### config.mk
export PLATFORM = sky130hd
export DESIGN_NAME = axil_slave_read_pipelined
export DESIGN_NICKNAME = d
export VERILOG_FILES = /design/src/rtl/axil_slave_read_pipelined.sv
export SDC_FILE = /design/constraint.sdc
export NUM_CORES = 1
export LEC_CHECK = 0
export ABC_AREA = 1
export BUFFER_PORTS_ARGS = -buffer_cell sky130_fd_sc_hd__clkbuf_2
export CORE_MARGIN = 8
export CORE_UTILIZATION = 59
export CTS_CLUSTER_SIZE = 30
export DETAILED_ROUTE_END_ITERATION = 8
export PLACE_DENSITY = 0.93
export SLEW_MARGIN = 40
export SYNTH_ARGS = -nofsm -noshare
export SYNTH_HDL_FRONTEND = slang
export SYNTH_SLANG_ARGS = --single-unit
export TNS_END_PERCENT = 100
### constraint.sdc
create_clock -name S_AXIL_ACLK -period 8.52 [get_ports S_AXIL_ACLK]
set_clock_uncertainty 0.05 [all_clocks]
set_input_delay 0.852 -clock S_AXIL_ACLK [delete_from_list [all_inputs] [get_ports S_AXIL_ACLK]]
set_output_delay 0.852 -clock S_AXIL_ACLK [all_outputs]
set_load 0.02 [all_outputs]
### src/rtl/axil_slave_read_pipelined.sv
// rtl/axil_slave_read_pipelined.sv - AXI4-Lite read front end with credit-limited response FIFO
// Optional feature macro: AXIL_RD_PROT_CHECK_EN (reject unprivileged reads with SLVERR)
module axil_slave_read_pipelined #(
  parameter int ADDR_W          = 32,
  parameter int DATA_W          = 32,
  parameter int MAX_OUTSTANDING = 4,
  parameter int CNT_W           = $clog2(MAX_OUTSTANDING + 1)
) (
  input  logic              S_AXIL_ACLK,
  input  logic              S_AXIL_ARESETn,
  input  logic              S_AXIL_ARVALID,
  output logic              S_AXIL_ARREADY,
  input  logic [ADDR_W-1:0] S_AXIL_ARADDR,
  input  logic [2:0]        S_AXIL_ARPROT,
  output logic              S_AXIL_RVALID,
  input  logic              S_AXIL_RREADY,
  output logic [DATA_W-1:0] S_AXIL_RDATA,
  output logic [1:0]        S_AXIL_RRESP,
  output logic              user_port_arvalid,
  input  logic              user_port_arready,
  output logic [ADDR_W-1:0] user_port_araddr,
  input  logic              user_port_rvalid,
  input  logic [DATA_W-1:0] user_port_rdata,
  input  logic [1:0]        user_port_rresp,
  output logic [CNT_W-1:0]  rd_outstanding
);

  // Pointers carry one extra bit so full and empty are distinguishable.
  localparam int PW = $clog2(MAX_OUTSTANDING) + 1;
  localparam int IW = (MAX_OUTSTANDING > 1) ? $clog2(MAX_OUTSTANDING) : 1;
  localparam int EW = DATA_W + 2;

  logic              arready_en;
  logic              hold_valid;
  logic [ADDR_W-1:0] hold_addr;
  logic [CNT_W-1:0]  outstanding;
  logic [PW-1:0]     wr_ptr;
  logic [PW-1:0]     rd_ptr;
  logic [EW-1:0]     mem [MAX_OUTSTANDING];
  logic [IW-1:0]     wr_idx;
  logic [IW-1:0]     rd_idx;
  logic              fifo_empty;
  logic              fifo_full;
  logic              credit_ok;
  logic              rejected;
  logic              ar_hs;
  logic              r_hs;
  logic              forward;
  logic              rej_push;
  logic              drop;
  logic              push;
  logic [EW-1:0]     push_entry;
  logic              unused_prot;

  assign unused_prot = ^S_AXIL_ARPROT;

  assign wr_idx     = IW'(wr_ptr % PW'(MAX_OUTSTANDING));
  assign rd_idx     = IW'(rd_ptr % PW'(MAX_OUTSTANDING));
  assign fifo_empty = (wr_ptr == rd_ptr);
  assign fifo_full  = (PW'(wr_ptr - rd_ptr) == PW'(MAX_OUTSTANDING));
  assign credit_ok  = (outstanding < CNT_W'(MAX_OUTSTANDING));

`ifdef AXIL_RD_PROT_CHECK_EN
  // Unprivileged reads wait until the pipe is empty so their SLVERR lands in order.
  assign rejected       = !S_AXIL_ARPROT[0];
  assign S_AXIL_ARREADY = arready_en && !hold_valid && credit_ok &&
                          (!rejected || (outstanding == '0));
`else
  assign rejected       = 1'b0;
  assign S_AXIL_ARREADY = arready_en && !hold_valid && credit_ok;
`endif

  assign ar_hs    = S_AXIL_ARVALID && S_AXIL_ARREADY;
  assign r_hs     = S_AXIL_RVALID && S_AXIL_RREADY;
  assign forward  = ar_hs && !rejected;
  assign rej_push = ar_hs && rejected;

  // A user response with nothing outstanding or no room is a user protocol error.
  assign drop       = user_port_rvalid && (fifo_full || (outstanding == '0));
  assign push       = (user_port_rvalid && !drop) || rej_push;
  assign push_entry = rej_push ? {{DATA_W{1'b0}}, 2'b10} : {user_port_rdata, user_port_rresp};

  assign user_port_arvalid = hold_valid;
  assign user_port_araddr  = hold_addr;
  assign rd_outstanding    = outstanding;
  assign S_AXIL_RVALID     = !fifo_empty;
  assign {S_AXIL_RDATA, S_AXIL_RRESP} = fifo_empty ? '0 : mem[rd_idx];

  // Keep ARREADY low through reset and for the first cycle after it.
  always_ff @(posedge S_AXIL_ACLK or negedge S_AXIL_ARESETn) begin
    if (!S_AXIL_ARESETn) arready_en <= 1'b0;
    else                 arready_en <= 1'b1;
  end

  // Single-entry address holding register presented to the user device.
  always_ff @(posedge S_AXIL_ACLK or negedge S_AXIL_ARESETn) begin
    if (!S_AXIL_ARESETn) begin
      hold_valid <= 1'b0;
      hold_addr  <= '0;
    end else if (forward) begin
      hold_valid <= 1'b1;
      hold_addr  <= S_AXIL_ARADDR;
    end else if (hold_valid && user_port_arready) begin
      hold_valid <= 1'b0;
    end
  end

  // Credit counter: reads accepted on AR and not yet completed on R.
  always_ff @(posedge S_AXIL_ACLK or negedge S_AXIL_ARESETn) begin
    if (!S_AXIL_ARESETn) begin
      outstanding <= '0;
    end else begin
      case ({ar_hs, r_hs})
        2'b10:   outstanding <= outstanding + CNT_W'(1);
        2'b01:   outstanding <= outstanding - CNT_W'(1);
        default: outstanding <= outstanding;
      endcase
    end
  end

  // Response FIFO pointers; push and pop may coincide.
  always_ff @(posedge S_AXIL_ACLK or negedge S_AXIL_ARESETn) begin
    if (!S_AXIL_ARESETn) begin
      wr_ptr <= '0;
      rd_ptr <= '0;
    end else begin
      wr_ptr <= wr_ptr + PW'(push);
      rd_ptr <= rd_ptr + PW'(r_hs);
    end
  end

  // Response FIFO storage; contents are don't-care while empty.
  always_ff @(posedge S_AXIL_ACLK) begin
    if (push) mem[wr_idx] <= push_entry;
  end

`ifndef SYNTHESIS
  // Report user responses that had to be dropped.
  always_ff @(posedge S_AXIL_ACLK) begin
    if (S_AXIL_ARESETn && drop)
      $error("axil_slave_read_pipelined: user_port_rvalid with FIFO full or nothing outstanding");
  end
`endif

endmodule

# --- After elaboration in Yosys (flattened, before gate mapping) ---
# Memory sizes are Yosys's and may differ from the RTL's.
# Index checks and enable logic that the tools add are counted.
word_totals:
  wordCells: 37
  memories: 1
  ramBits: 136
  in_bits: 75
  register_bits: 43
memory_table:
  columns: ["memory", "depth", "width", "read_ports", "rd_ports_with_merged_regs", "wr", "line", "rtl"]
  rows:
  - ["mem", 4, 34, 1, 0, 1, "39", "logic [EW-1:0] mem [MAX_OUTSTANDING];"]
classes:
  addsub: 5
  eq_ne: 4
  magnitude_cmp: 1
  mux: 6
  reduce_logical: 14
op_table:
  columns: ["op", "n"]
  rows:
  - ["$mux W34", 1]
  - ["$logic_and A1 B1 Y1", 7]
  - ["$add A3 B1 Y3", 2]
  - ["$pmux W3 S2", 1]
  - ["$mux W1", 4]
  - ["$reduce_bool A2 Y1", 2]
  - ["$add A3 B1 Y3 const B", 1]
  - ["$eq A3 B3 Y1", 1]
  - ["$eq A3 B3 Y1 const B", 1]
  - ["$logic_not A1 Y1", 3]
  - ["$logic_not A3 Y1", 1]
  - ["$lt A3 B3 Y1 const B", 1]
  - ["$sub A3 B1 Y3 const B", 1]
  - ["$sub A3 B3 Y3", 1]
  - ["$eq A2 B1 Y1 const B", 1]
  - ["$eq A2 B2 Y1 const B", 1]
  - ["$logic_or A1 B1 Y1", 1]

# --- Longest topological paths before layout ---
depth:
  depth_word: 8
  ltp_mapped: 14
  mapped_depth_nobuf: 12

# --- Least setup slack after synthesis ---
# No wires, ideal clock.
synth_path:
  kind: "reg-to-reg"
  start: "reg rd_ptr[1]"
  end: "mem mem[0][0] (netlist bit) (enable)"
  arrival_time_ns: 2.850
  setup_ns: 0.425
  required_ns: 8.045
  path_slack_ns: 5.195
  stages_incl_launch_ff: 10
  path_cell_list: "dfrtp_1 buf_4 inv_2 buf_2 ha_1 a21oi_1 nand2_1 nand3_1 nand2_1 nor2_1"
synth_between:
  elab_chain_len: 8
synth_rtl:
  columns: ["item", "line", "rtl"]
  rows:
  - ["from (decl)", "38", "logic [PW-1:0] rd_ptr;"]
  - ["from (signal assigned)", "128", "rd_ptr <= rd_ptr + PW'(r_hs);"]
  - ["$sub A3 B3 Y3", "60", "assign fifo_full = (PW'(wr_ptr - rd_ptr) == PW'(MAX_OUTSTANDING));"]
  - ["$eq A3 B3 Y1", "60", null]
  - ["$logic_or A1 B1 Y1", "79", "assign drop = user_port_rvalid && (fifo_full || (outstanding == '0));"]
  - ["$logic_and A1 B1 Y1", "79", null]
  - ["$logic_not A1 Y1", "80", "assign push = (user_port_rvalid && !drop) || rej_push;"]
  - ["$logic_and A1 B1 Y1", "80", null]
  - ["$mux W1", "134", "if (push) mem[wr_idx] <= push_entry;"]
  - ["$mux W1 (implied by the code)", "134", null]
  - ["to (decl)", "39", null]
# Every way passes these cells.

# --- Worst setup path after layout ---
layout_path:
  start: "reg rd_ptr[1]"
  end: "out S_AXIL_RDATA[2]"
layout_between:
  elab_chain_len: 2
  word_cells_on_any_way: 3
  classes_between: "eq/ne (1); mux (1); memory (1)"
layout_rtl:
  columns: ["item", "line", "rtl"]
  rows:
  - ["$mem_v2 Z4 W34 / $eq A3 B3 Y1 (equally long branches)", null, null]
  - ["$mux W34 *", "87", "assign {S_AXIL_RDATA, S_AXIL_RRESP} = fifo_empty ? '0 : mem[rd_idx];"]
  - ["to (decl)", "17", "output logic [DATA_W-1:0] S_AXIL_RDATA,"]
# Every way passes the cells marked *; elsewhere a longest branch is shown, timed or not.

==> results.tsv <==
stage	metric	value	unit
worst_setup_path	r2r_end	rd_outstanding[2]	
global_route	grt_max_degree	71	
floorplanning	rows	40	
clock_network	insertion_delay	0.42	ns
global_route	grt-ovfl-total	0	
layout	instances_no_fill	910	
routing	drc	0	
timing	fin_hold_ws	0.4006	ns
synthesis	synth_cells	612	
floorplanning	die_area	15980	um2
layout	syn2layout_area_growth	19.61	%
power	peakVddDrop	290.2	uV
place	portBuffers	143	
timing	slew_headroom	48.03	%
synthesis	synth_edf_count	136	
synthesis	synthTopCellsByArea	edfxtp_1, dfrtp_1, nor2_1	
routing	antenna_left	0	
synthesis	synth_area_per_cell	11.75	um2
timing	period_share	42.14	%
timing	tightest_slew	0.7796	ns
worst_setup_path	setup.worst_path.class	reg -> out	
routing	wl_per_cell	17.84	um
routing	num_vias	5019	
synthesis	synth.net_count	695	
worst_setup_path	reg2reg_from	rd_ptr[1]	
global_route	grt_pass1_wl	25520	um
global_route	grt_antenna_before_repair	0	
worst_setup_path	cp-end-kind	primary output	
clock_network	post_cts_buffers	0	
worst_setup_path	worstRegToRegCells	11	
worst_setup_path	start_kind	register	
timing	hold_violations	0	
layout	layout.nets	833	
clock_network	h-tree-depth	4	
timing	maxSlewViolCount	0	
layout	drive_gt1_share	25.03	%
synthesis	ys_seq_area_share	71.76	%
synthesis	netlist.area_leader.share	56.79	%
synthesis	async_flop_share	24.02	%
worst_setup_path	reg2reg_slack	5.55	ns
timing	fmax	278.6	MHz
worst_setup_path	worst-path-max-fanout	35	
routing	firstDrtPassIters	5	
routing	wirelength	16240	um
clock_network	cts-resized-gates	0	
routing	vias_per_cell	5.515	
synthesis	yosysWarnings	0	
worst_setup_path	worstSetupEndpoint	S_AXIL_RDATA[2]	
routing	drt_iter0_drc	451	
global_route	grt_pass1_vias	5288	
power	p_leak	0.003581	uW
floorplanning	initial_core_util	60.12	%
clock_network	cts_sinks	179	
place	place_hpwl	10850	um
floorplanning	die_x	126.4	um
min_path	holdCritPathClass	in -> async	
global_route	grt_usage	20.61	%
clock_network	cts-root-buf	clkbuf_16	
synthesis	ys_ff_latch	179	
status	outcome	completed	
clock_network	cts_buffers	17	
timing	setup_viol	0	
flow_run	max_cap_viol_count	0	
place	dpl.cell_count	878	
worst_setup_path	worstPathRequired	7.62	ns
timing	fin_crit	3.590	ns
layout	n_antenna_cell	0	
timing	finalSetupTns	0	ns
floorplanning	core-area	11960	um2
place	finalWeightedCongestion	0.7810	
floorplanning	pin_count	147	
clock_network	cts.clk_slew.worst_paths	0.06	ns
clock_network	cts_tree	done	
power	powerDensity	418.2	nW/um2
clock_network	holdBufCountCts	0	
timing	rsz0062_at_grt	false	
synthesis	yosysTopAreaCell	edfxtp_1	
synthesis	netlist_area	7191	um2
worst_setup_path	critPathLaunch	rd_ptr[1]	
clock_network	cts.path.max_buffers	2	
synthesis	yosysUniqueCellTypes	25	
worst_setup_path	worstPathArrival	2.69	ns
synthesis	synthFlopType	edfxtp_1	
floorplanning	die_h	126.4	um
==> layout by cell type, fill, tap and decap left out, types with 5 or more instances in the layout <==
master	instances
buf_16	5
nand2_1	82
o21ai_0	51
edfxtp_1	136
clkbuf_16	17
o21ai_1	20
a21oi_1	36
clkbuf_2	142
inv_1	14
nand3_1	33
nor2_4	6
ha_1	7
nor2_1	137
dfrtp_1	42
==> registers in the layout, indices dropped and copies added (netlist names) <==
| register | flops |
|---|---|
| user_port_araddr | 32 |
| arready_en | 1 |
| rd_ptr | 3 |
| wr_ptr | 3 |
| user_port_arvalid | 1 |
| rd_outstanding | 3 |
| mem | 136 |
==> Yosys cell counts (3+ instances only) <==
| library cell | instances |
|---|---|
| buf_6 | 7 |
| a21oi_1 | 36 |
| inv_1 | 14 |
| buf_4 | 6 |
| edfxtp_1 | 136 |
| o21ai_1 | 20 |
| nand3_1 | 33 |
| dfrtp_1 | 43 |
| nand2_1 | 82 |
| o21ai_0 | 51 |
| inv_2 | 3 |
| buf_2 | 17 |
| ha_1 | 7 |
| nor2_1 | 141 |
| xor2_1 | 3 |
==> critical path, cell delays in order, from the launching register on <==
cell	delay, ns
dfrtp_1	0.38
inv_2	0.53
ha_1	0.27
nand2_1	0.11
nor2_4	0.48
buf_16	0.23
a21oi_1	0.08
clkbuf_2	0.17
==> metal layers <==
metal  track usage [%]  vias to the layer above  share of wire, %
met3             8.169                       26               9.7
met5                 0                        -                 0
met1             22.35                     2409                38
li1                  -                     2372                 -
met4             9.342                        0               2.2
met2             34.97                      212                50
==> metrics by stage <==
stage          util (%)  cell area (um2)  total power [uW]  setup slack, ns
2_1_floorplan         -             7191              2384            5.195
3_3_place_gp      66.00             7895              2783            5.158
3_5_place_dp      67.68             8095              2951            5.331
4_1_cts           71.90             8601              3627            4.866
5_1_grt           71.90             8601              3810            4.772
6_report          71.90             8601              3597            4.930
==> layout make-up <==
cell class                      count  area, um2
Multi-Input combinational cell    380       1749
Sequential cell                   179       5161
Clock buffer                       21      440.4
Clock inverter                     11      65.06
Inverter                           18      70.07
Timing Repair Buffer              154      930.9
Tap cell                          147      183.9
Fill cell                         772       3361
==> logic make-up (layout without fill, tap and decap cells) <==
kind of cell | after synthesis | in the layout | share of synthesized area, %
AOI/OAI and AO/OA | 108 | 108 | 7.534
xor gates and xnor gates | 4 | 4 | 0.4873
adders and majority gates | 8 | 8 | 1.496
buffers and inverters | 53 | 204 | 4.333
DFF | 179 | 179 | 71.76
other | 1 | 1 | 0.05215
and+or+nand+nor | 259 | 259 | 14.34
==> worst min-delay path by stage <==
| stage | slack (ns) | start | cells after the start | end |
|---|---|---|---|---|
| 2_1_floorplan | 0.43 | rd_ptr[1] | 1 | rd_ptr[1] |
| 3_3_place_gp | 0.40 | user_port_araddr[26] | 2 | user_port_araddr[26] |
| 3_5_place_dp | 0.41 | user_port_araddr[26] | 2 | user_port_araddr[26] |
| 4_1_cts | 0.40 | S_AXIL_ARESETn | 1 | user_port_araddr[6] |
| 5_1_grt | 0.44 | S_AXIL_ARESETn | 1 | user_port_araddr[14] |
| 6_report | 0.40 | S_AXIL_ARESETn | 1 | user_port_araddr[6] |
==> where the power goes <==
group	switching (uW)	internal [uW]	total (uW)
clock network	302	368	669
registers	98.1	1210	1310
logic	1120	503	1620
total	1520	2080	3600
Note: power is estimated with default switching activity, not from simulation.
